File: src/rtl/decode_stage.sv
// rtl/decode_stage.sv - decode stage: register file, control decode, load-use stall, D/E pipeline register.
// Optional macro DECODE_BYPASS_EN makes write-back data visible to reads in the same cycle.
module decode_stage #(
    parameter int WIDTH = 32,
    parameter int NREGS = 15
) (
    input  logic             clock,
    input  logic             reset,
    input  logic [WIDTH-1:0] InstructionD,
    input  logic [WIDTH-1:0] PCPlus8D,
    input  logic             RegWriteW,
    input  logic [3:0]       WA3W,
    input  logic [WIDTH-1:0] ResultW,
    input  logic             FlushE,
    output logic             StallF,
    output logic             StallD,
    output logic             RegWriteE,
    output logic             MemWriteE,
    output logic             MemToRegE,
    output logic             BranchE,
    output logic             ALUSrcE,
    output logic [1:0]       ALUControlE,
    output logic [1:0]       FlagWriteE,
    output logic [3:0]       CondE,
    output logic [WIDTH-1:0] RD1E,
    output logic [WIDTH-1:0] RD2E,
    output logic [WIDTH-1:0] ExtImmE,
    output logic [3:0]       WA3E
);

    localparam logic [1:0] ALU_ADD = 2'b00;
    localparam logic [1:0] ALU_SUB = 2'b01;
    localparam logic [1:0] ALU_AND = 2'b10;
    localparam logic [1:0] ALU_ORR = 2'b11;
    localparam logic [3:0] PC_REG  = 4'd15;

    logic [WIDTH-1:0] rf_q [NREGS];

    logic [1:0]       op;
    logic [5:0]       funct;
    logic [3:0]       cmd;
    logic [3:0]       rn;
    logic [3:0]       rd;
    logic [3:0]       rm;

    logic             dec_valid;
    logic             regwrite_d;
    logic             memwrite_d;
    logic             memtoreg_d;
    logic             branch_d;
    logic             alusrc_d;
    logic [1:0]       aluctl_d;
    logic [1:0]       flagwrite_d;
    logic [WIDTH-1:0] extimm_d;
    logic [3:0]       ra1;
    logic [3:0]       ra2;
    logic             use1;
    logic             use2;
    logic [WIDTH-1:0] rd1_d;
    logic [WIDTH-1:0] rd2_d;
    logic             stall;
    logic             bubble;

    logic             regwrite_q;
    logic             memwrite_q;
    logic             memtoreg_q;
    logic             branch_q;
    logic             alusrc_q;
    logic [1:0]       aluctl_q;
    logic [1:0]       flagwrite_q;
    logic [3:0]       cond_q;
    logic [WIDTH-1:0] rd1_q;
    logic [WIDTH-1:0] rd2_q;
    logic [WIDTH-1:0] extimm_q;
    logic [3:0]       wa3_q;

    assign op    = InstructionD[27:26];
    assign funct = InstructionD[25:20];
    assign cmd   = funct[4:1];
    assign rn    = InstructionD[19:16];
    assign rd    = InstructionD[15:12];
    assign rm    = InstructionD[3:0];

    always_comb begin
        dec_valid   = 1'b0;
        regwrite_d  = 1'b0;
        memwrite_d  = 1'b0;
        memtoreg_d  = 1'b0;
        branch_d    = 1'b0;
        alusrc_d    = 1'b0;
        aluctl_d    = ALU_ADD;
        flagwrite_d = 2'b00;
        extimm_d    = '0;
        ra1         = rn;
        ra2         = rm;
        use1        = 1'b0;
        use2        = 1'b0;
        case (op)
            2'b00: begin
                dec_valid = 1'b1;
                case (cmd)
                    4'b0100: aluctl_d = ALU_ADD;
                    4'b0010: aluctl_d = ALU_SUB;
                    4'b0000: aluctl_d = ALU_AND;
                    4'b1100: aluctl_d = ALU_ORR;
                    default: dec_valid = 1'b0;
                endcase
                if (dec_valid) begin
                    regwrite_d  = 1'b1;
                    alusrc_d    = funct[5];
                    extimm_d    = {{(WIDTH-8){1'b0}}, InstructionD[7:0]};
                    flagwrite_d = {funct[0], funct[0] & ((cmd == 4'b0100) | (cmd == 4'b0010))};
                    use1        = 1'b1;
                    use2        = ~funct[5];
                end
            end
            2'b01: begin
                dec_valid = 1'b1;
                alusrc_d  = 1'b1;
                aluctl_d  = funct[3] ? ALU_ADD : ALU_SUB;
                extimm_d  = {{(WIDTH-12){1'b0}}, InstructionD[11:0]};
                use1      = 1'b1;
                if (funct[0]) begin
                    regwrite_d = 1'b1;
                    memtoreg_d = 1'b1;
                end else begin
                    memwrite_d = 1'b1;
                    ra2        = rd;
                    use2       = 1'b1;
                end
            end
            2'b10: begin
                dec_valid = 1'b1;
                branch_d  = 1'b1;
                alusrc_d  = 1'b1;
                aluctl_d  = ALU_ADD;
                ra1       = PC_REG;
                extimm_d  = {{(WIDTH-26){InstructionD[23]}}, InstructionD[23:0], 2'b00};
            end
            default: dec_valid = 1'b0;
        endcase
    end

    // R15 is not a physical register: reads return PC+8 and it never takes part in hazards.
    always_comb begin
        rd1_d = '0;
        rd2_d = '0;
        if (ra1 == PC_REG) begin
            rd1_d = PCPlus8D;
`ifdef DECODE_BYPASS_EN
        end else if (RegWriteW && (WA3W == ra1)) begin
            rd1_d = ResultW;
`endif
        end else begin
            rd1_d = rf_q[ra1];
        end
        if (ra2 == PC_REG) begin
            rd2_d = PCPlus8D;
`ifdef DECODE_BYPASS_EN
        end else if (RegWriteW && (WA3W == ra2)) begin
            rd2_d = ResultW;
`endif
        end else begin
            rd2_d = rf_q[ra2];
        end
    end

    always_comb begin
        stall = memtoreg_q & regwrite_q &
                ((use1 & (ra1 != PC_REG) & (ra1 == wa3_q)) |
                 (use2 & (ra2 != PC_REG) & (ra2 == wa3_q)));
    end

    assign StallF = stall;
    assign StallD = stall;
    assign bubble = stall | FlushE | ~dec_valid;

    always_ff @(posedge clock) begin
        if (!reset) begin
            for (int i = 0; i < NREGS; i++) begin
                rf_q[i] <= '0;
            end
        end else if (RegWriteW && (WA3W != PC_REG)) begin
            rf_q[WA3W] <= ResultW;
        end
    end

    always_ff @(posedge clock) begin
        if (!reset || bubble) begin
            regwrite_q  <= 1'b0;
            memwrite_q  <= 1'b0;
            memtoreg_q  <= 1'b0;
            branch_q    <= 1'b0;
            alusrc_q    <= 1'b0;
            aluctl_q    <= 2'b00;
            flagwrite_q <= 2'b00;
            cond_q      <= 4'd0;
            rd1_q       <= '0;
            rd2_q       <= '0;
            extimm_q    <= '0;
            wa3_q       <= 4'd0;
        end else begin
            regwrite_q  <= regwrite_d;
            memwrite_q  <= memwrite_d;
            memtoreg_q  <= memtoreg_d;
            branch_q    <= branch_d;
            alusrc_q    <= alusrc_d;
            aluctl_q    <= aluctl_d;
            flagwrite_q <= flagwrite_d;
            cond_q      <= InstructionD[31:28];
            rd1_q       <= rd1_d;
            rd2_q       <= rd2_d;
            extimm_q    <= extimm_d;
            wa3_q       <= rd;
        end
    end

    assign RegWriteE   = regwrite_q;
    assign MemWriteE   = memwrite_q;
    assign MemToRegE   = memtoreg_q;
    assign BranchE     = branch_q;
    assign ALUSrcE     = alusrc_q;
    assign ALUControlE = aluctl_q;
    assign FlagWriteE  = flagwrite_q;
    assign CondE       = cond_q;
    assign RD1E        = rd1_q;
    assign RD2E        = rd2_q;
    assign ExtImmE     = extimm_q;
    assign WA3E        = wa3_q;

endmodule

File: config.mk
export PLATFORM = sky130hd
export DESIGN_NAME = decode_stage
export DESIGN_NICKNAME = d
export VERILOG_FILES = /design/src/rtl/decode_stage.sv
export SDC_FILE = /design/constraint.sdc
export NUM_CORES = 1
export LEC_CHECK = 0
export CAP_MARGIN = 20
export CORE_AREA = 2 2 282 284
export DETAILED_ROUTE_END_ITERATION = 8
export DIE_AREA = 0 0 284 286
export DONT_BUFFER_PORTS = 1
export PLACE_DENSITY = 0.65
export SLEW_MARGIN = 20
export SYNTH_ARGS = -nofsm -noshare
export SYNTH_HDL_FRONTEND = slang
export SYNTH_SLANG_ARGS = --single-unit
File: constraint.sdc
create_clock -name clock -period 4.7 [get_ports clock]
set_input_delay 0.705 -clock clock [delete_from_list [all_inputs] [get_ports clock]]
set_output_delay 0.705 -clock clock [all_outputs]
set_load 0.03 [all_outputs]
==> results.py, run 1 <==
metrics = {
    "synth": {
        "syn_inst": 2617,
        "yosysWarnings": 0,
        "syn_avg_cell_area_um2": 11.8,
        "synth_seq_area_share_pct": 56.6,
        "ys_seq_elements": 619,
        "synth_flop_cell": "edfxtp_1",
        "netlist_area_um2": 30900,
        "synthArstFlopShare_pct": 0,
        "synth_cell_type_count": 49,
        "synth_edf_count": 512,
    },
    "timing": {
        "hold_viol": 0,
        "slew_headroom_pct": 19.5,
        "finalSetupViolations": 0,
        "min_period_over_period_pct": 77.5,
        "min_period_ns": 3.64,
        "final.setup_skew_ns": 0.0216,
        "finalMaxSlewViolations": 0,
        "setup_tns_ns": 0,
        "layout_setup_ws_ns": 1.06,
        "clock.fmax_mhz": 275,
        "hold_slack_ns": 0.129,
        "rsz0062_at_grt": "false",
        "worst_pin_slew_ns": 1.21,
    },
    "power_and_ir_drop": {
        "intPower_mw": 9.65,
        "irDropWorstVdd_uv": 318,
        "pwr-share-seq_pct": 49.7,
        "p_clk_share_pct": 39.3,
        "total_leakage_power_nw": 12.7,
        "power_mw": 13.0,
        "swShare_pct": 25.8,
        "p_switching_mw": 3.36,
        "share_comb_of_total_power_pct": 11.0,
        "cellPowerDensity_nw_per_um2": 377,
    },
    "setup_path": {
        "cp-startpoint": "InstructionD[27]",
        "critPathKind": "input port to primary output",
        "cp-start-kind": "input port",
        "crit_fanout": 12,
        "reg2regPathDepth": 7,
        "worst_setup_path_end_kind": "primary output",
        "worstPathArrival_ns": 2.94,
        "required_ns": 3.99,
        "reg2reg_from": "WA3E[0]",
        "rrSetupSlack_ns": 1.69,
        "reg2reg_to": "FlagWriteE[0]",
    },
    "cts": {
        "cts.sinks": 619,
        "postCtsSetupRepairBufs": 0,
        "ctsResizeCount": 0,
        "clk_latency_ns": 0.66,
        "cts_hold_repair.buffers": 0,
        "cts_root_buf": "clkbuf_16",
        "clock_path_buffers": 3,
        "htree_levels": 2,
        "cts_tree": "done",
        "cts_made_buffers": 61,
        "cts.reportedPaths.clkPinSlew_ns": 0.06,
    },
    "floorplanning": {
        "die-width_um": 284,
        "ios": 219,
        "dieHeight_um": 286,
        "initial_core_util_pct": 39.5,
        "core_um2": 78400,
        "die_area_um2": 81200,
        "rows": 103,
    },
    "layout": {
        "fin_nets": 2651,
        "fillers": 7203,
        "final-instance-count-excl-fill": 3648,
        "multi_input_area_um2": 12800,
        "drive_above_1_share_pct": 11.1,
        "final_cell_mix": "edfxtp_1, and2_1, mux2i_1, o22ai_1, nor2_1",
        "postLayoutCellArea_um2": 34500,
        "layout_commonest_cell": "edfxtp_1",
        "syn_to_final_growth_pct": 11.5,
        "fin_util_pct": 44.0,
        "seq_area_um2": 17500,
    },
    "drt": {
        "drc": 0,
        "routedWlPerCell_um": 31.2,
        "drt-initial-drc-count": 3011,
        "vias_per_cell": 6.29,
        "antenna_left": 0,
        "vias": 23000,
        "drt_pre_antenna_iters": 5,
        "routed_wl_um": 114000,
    },
    "global_route": {
        "grt_pass1_vias": 22700,
        "grt_max_degree": 147,
        "gr-total-overflow": 0,
        "grt_usage_pct": 27.2,
        "antenna_found_initial": 6,
        "grt_pass1_wl_um": 161000,
    },
    "worst_hold_path": {
        "min_delay_path_depth": 1,
        "hp-class": "input port to flop",
        "min_from": "InstructionD[22]",
        "hold_end": "ALUControlE[1]",
    },
    "job": {
        "maxCapViolations": 0,
    },
    "placed_design": {
        "port_buffers": 0,
        "place_area_um2": 32400,
        "post-place-cells": 3530,
        "dp_slack_ns": 0.964,
        "dp_hpwl_um": 67000,
        "place_congestion": 0.946,
    },
    "outcome": {
        "status": "complete, no violations",
    },
}
==> worst max-delay path, cell delays in order <==
cell and delay, ns:
inv_1 0.05, ha_1 0.31, nand2b_1 0.44, nor4_1 0.42
o221ai_1 0.16, or4b_4 0.54, nand2_1 0.14, buf_12 0.16
==> how the worst max path moves through the flow <==
stage / end / depth (start not counted)
2_1_floorplan: rf_q[7][0] / 4
3_5_place_dp: FlagWriteE[0] / 9
5_1_grt: StallD / 8
4_1_cts: StallD / 8
6_report: StallD / 8
3_3_place_gp: FlagWriteE[0] / 9
==> Yosys cell counts, types with 5 or more instances <==
master     instances  share of area, %
a211oi_1          11              0.27
a21oi_1           38              0.61
a22oi_1           20              0.49
a311oi_1          10              0.28
a31oi_1           38              0.77
and2_1           448               9.1
and3_1            42              0.85
buf_1             20              0.24
buf_2             49              0.79
buf_4             10              0.24
clkbuf_1         169               2.0
dfxtp_1          107               6.9
edfxtp_1         512                50
inv_1             11              0.13
mux2_2            55               2.0
mux2i_1          396                13
nand2_1           77              0.93
nand2b_1          13              0.26
nor2_1           131               1.6
nor2b_1           19              0.38
nor3_1           106               1.7
nor4_1             5              0.10
o2111ai_1         22              0.62
o21ai_0           29              0.47
o221ai_1          65               1.8
o22a_1            22              0.62
o22ai_1          150               3.0
xor2_1             8              0.23
==> power by group through the flow <==
stage	Sequential, mW	Combinational [mW]	Clock (mW)
2_1_floorplan	6.51	0.966	0
3_3_place_gp	6.56	1.36	0
3_5_place_dp	6.57	1.38	0
4_1_cts	6.46	1.39	5.13
5_1_grt	6.49	1.48	5.33
6_report	6.47	1.43	5.11
==> registers in the layout, summed over array words and instances (netlist names) <==
name         count
rf_q           512
RD1E            32
RD2E            32
ExtImmE         26
CondE            4
WA3E             4
ALUControlE      2
FlagWriteE       2
ALUSrcE          1
BranchE          1
MemToRegE        1
MemWriteE        1
RegWriteE        1
==> logic make-up (layout without fill, tap and decap cells) <==
group / count (synthesis) / in the layout / share of synthesized area, %
other: 1 / 35 / 0.0121
flip-flops: 619 / 619 / 56.6
XOR/XNOR: 10 / 10 / 0.283
multiplexers: 451 / 451 / 14.8
buffers and inverters: 260 / 207 / 3.50
AND/OR/NAND/NOR: 858 / 858 / 15.3
AO/OA/AOI/OAI: 414 / 414 / 9.35
adder cells (fa/ha/maj): 4 / 4 / 0.162
==> final cells by class <==
class,instances,area share [%]
Antenna cell,3,0.0218
Multi-Input combinational cell,1769,37.1
Clock buffer,88,5.16
Inverter,11,0.120
Timing Repair Buffer,81,2.23
Sequential cell,619,50.8
Clock inverter,27,0.776
Tap cell,1050,3.81
==> per-layer routing <==
layer	vias up	GRT usage, %	routed length [um]
li1	9557	-	-
met1	11300	34.3	42000
met2	1706	42.4	50400
met3	345	8.79	15700
met4	6	13.0	5530
met5	-	0	40
No activity file was read; power rests on OpenSTA's default activity.
==> run 2, diff against run 1 <==
==> constraint.sdc (replaced) <==
create_clock -name clock -period 3.5 [get_ports clock]
set_input_delay 0.525 -clock clock [delete_from_list [all_inputs] [get_ports clock]]
set_output_delay 0.525 -clock clock [all_outputs]
set_load 0.03 [all_outputs]
==> run 2 against run 1 <==
  * Final area increased by 2.2%
  * Global-route usage is 0.39 points higher
  * Non-clock buffer count grew 54
  * Worst hold slack got worse by 0.11 ns
  * First-iteration DRC count grew 18%
  * Sequential power grew 34%
  * Largest cell class unchanged
  * Final cell count rose by 1.7%
  * Wire length up 2.1%
  * Largest power group unchanged
  * Setup slack lost 0.78 ns
  * Critical endpoint is now StallF
  * Sequential share of layout area fell by 1.1 points
  * Register-to-register slack worse by 0.85 ns
==> results.py, run 2 (synthesized netlist as in run 1, its figures left out) <==
metrics = {
    "outcome": {
        "status": "complete, no violations",
    },
    "timing": {
        "hold_viol": 0,
        "min_period_ns": 3.22,
        "hold_slack_ns": 0.0218,
        "clock.fmax_mhz": 310,
        "layout_setup_ws_ns": 0.276,
        "worst_pin_slew_ns": 1.08,
        "slew_headroom_pct": 28.0,
        "min_period_over_period_pct": 92.1,
        "finalSetupViolations": 0,
        "setup_tns_ns": 0,
        "finalMaxSlewViolations": 0,
        "rsz0062_at_grt": "false",
        "final.setup_skew_ns": 0.0257,
    },
    "power_and_ir_drop": {
        "p_switching_mw": 4.50,
        "total_leakage_power_nw": 13.0,
        "intPower_mw": 13.0,
        "swShare_pct": 25.7,
        "irDropWorstVdd_uv": 371,
        "pwr-share-seq_pct": 49.5,
        "power_mw": 17.5,
        "p_clk_share_pct": 38.8,
        "share_comb_of_total_power_pct": 11.7,
        "cellPowerDensity_nw_per_um2": 496,
    },
    "cts": {
        "clock_path_buffers": 3,
        "htree_levels": 2,
        "cts.sinks": 619,
        "ctsResizeCount": 0,
        "cts_root_buf": "clkbuf_16",
        "cts.reportedPaths.clkPinSlew_ns": 0.07,
        "cts_hold_repair.buffers": 42,
        "postCtsSetupRepairBufs": 0,
        "clk_latency_ns": 0.64,
        "cts_made_buffers": 60,
        "cts_tree": "done",
    },
    "setup_path": {
        "reg2reg_from": "WA3E[3]",
        "slowest_delay_ns": 0.69,
        "reg2reg_to": "FlagWriteE[0]",
        "worst_setup_path_end_kind": "primary output",
        "worstPathCellList": "xor2_1 -> nor4_1 -> o221ai_1 -> or4b_4 -> nand2_1 -> buf_12",
        "rrSetupSlack_ns": 0.84,
        "required_ns": 2.97,
        "critPathSlowestCell": "dfxtp_1",
        "crit_fanout": 7,
        "worstPathArrival_ns": 2.70,
        "cp-start-kind": "flop",
        "critPathKind": "flop to primary output",
        "reg2regPathDepth": 7,
    },
    "worst_hold_path": {
        "hp-class": "input port to flop",
        "min_delay_path_depth": 2,
        "hold_end": "FlagWriteE[1]",
        "min_from": "InstructionD[20]",
    },
    "drt": {
        "drc": 0,
        "vias_per_cell": 6.32,
        "vias": 23400,
        "routed_wl_um": 116000,
        "routedWlPerCell_um": 31.3,
        "drt-initial-drc-count": 3548,
        "drt_pre_antenna_iters": 5,
        "antenna_left": 0,
    },
    "floorplanning": {
        "initial_core_util_pct": 39.5,
        "rows": 103,
        "die_area_um2": 81200,
        "core_um2": 78400,
        "die-width_um": 284,
        "ios": 219,
        "dieHeight_um": 286,
    },
    "global_route": {
        "grt_usage_pct": 27.6,
        "grt_pass1_wl_um": 164000,
        "grt_pass1_vias": 23000,
        "gr-total-overflow": 0,
        "antenna_found_initial": 8,
        "grt_max_degree": 147,
    },
    "layout": {
        "layout_commonest_cell": "edfxtp_1",
        "fillers": 7161,
        "fin_util_pct": 45.0,
        "fin_nets": 2704,
        "largest-register": "rf_q",
        "final-instance-count-excl-fill": 3710,
        "final_cell_mix": "edfxtp_1, and2_1, mux2i_1, o22ai_1, nor2_1",
        "syn_to_final_growth_pct": 14.0,
        "drive_above_1_share_pct": 11.3,
        "postLayoutCellArea_um2": 35300,
        "largest_reg_flops": 512,
    },
    "placed_design": {
        "place_area_um2": 32800,
        "dp_slack_ns": 0.261,
        "port_buffers": 0,
        "dp_hpwl_um": 68100,
        "place_congestion": 0.922,
        "post-place-cells": 3542,
    },
    "job": {
        "maxCapViolations": 0,
    },
}
## run 2: cell count changes in the layout (fill, tap and decap cells not counted), moves of 8 or more
cell / change
clkbuf_1: -8
buf_12: +21
diode_2: +11
buf_4: -9
dlygate4sd3_1: +42
## run 2: worst max-delay path by stage
stage / startpoint / end / slack, ns / cells after the start
6_report: WA3E[3] / StallF / 0.28 / 6
5_1_grt: WA3E[3] / StallF / 0.25 / 6
4_1_cts: WA3E[3] / StallF / 0.31 / 6
3_5_place_dp: InstructionD[27] / RD2E[21] / 0.26 / 11
2_1_floorplan: reset / rf_q[10][0] / -0.52 / 4
3_3_place_gp: InstructionD[27] / RD2E[21] / 0.23 / 11
## run 2: power by group through the flow
stage          logic [mW]  registers [mW]  clock network, mW
2_1_floorplan        1.30            8.74                  0
3_3_place_gp         1.90            8.80                  0
3_5_place_dp         1.93            8.82                  0
4_1_cts              1.98            8.67               6.81
5_1_grt              2.12            8.71               7.05
6_report             2.05            8.68               6.79
## run 2: cell type report
type	instances	area (um2)	share of cell area, %
repair buffers	135	1540	4.38
diodes	14	35.0	0.0993
clock inverters	40	410	1.16
well taps	1050	1310	3.72
clock buffers	72	1620	4.59
inverters	11	41.3	0.117
flip-flops and latches	619	17500	49.7
multi-input cells	1769	12800	36.3
## run 2: per-layer routing
metal	track usage (%)	vias to the layer above	share of wire, %
met5	0	-	0.011
met4	12.4	2	4.7
met3	7.93	322	14
met2	43.3	1771	44
met1	35.5	11700	37
li1	-	9657	-
## run 2: critical path: cells and delay by family (launching register included)
kind	cells	cell delay, ns
and+or+nand+nor	3	0.92
xor gates and xnor gates	1	0.15
buffers and inverters	1	0.15
DFF	1	0.69
AOI/OAI and AO/OA	1	0.17
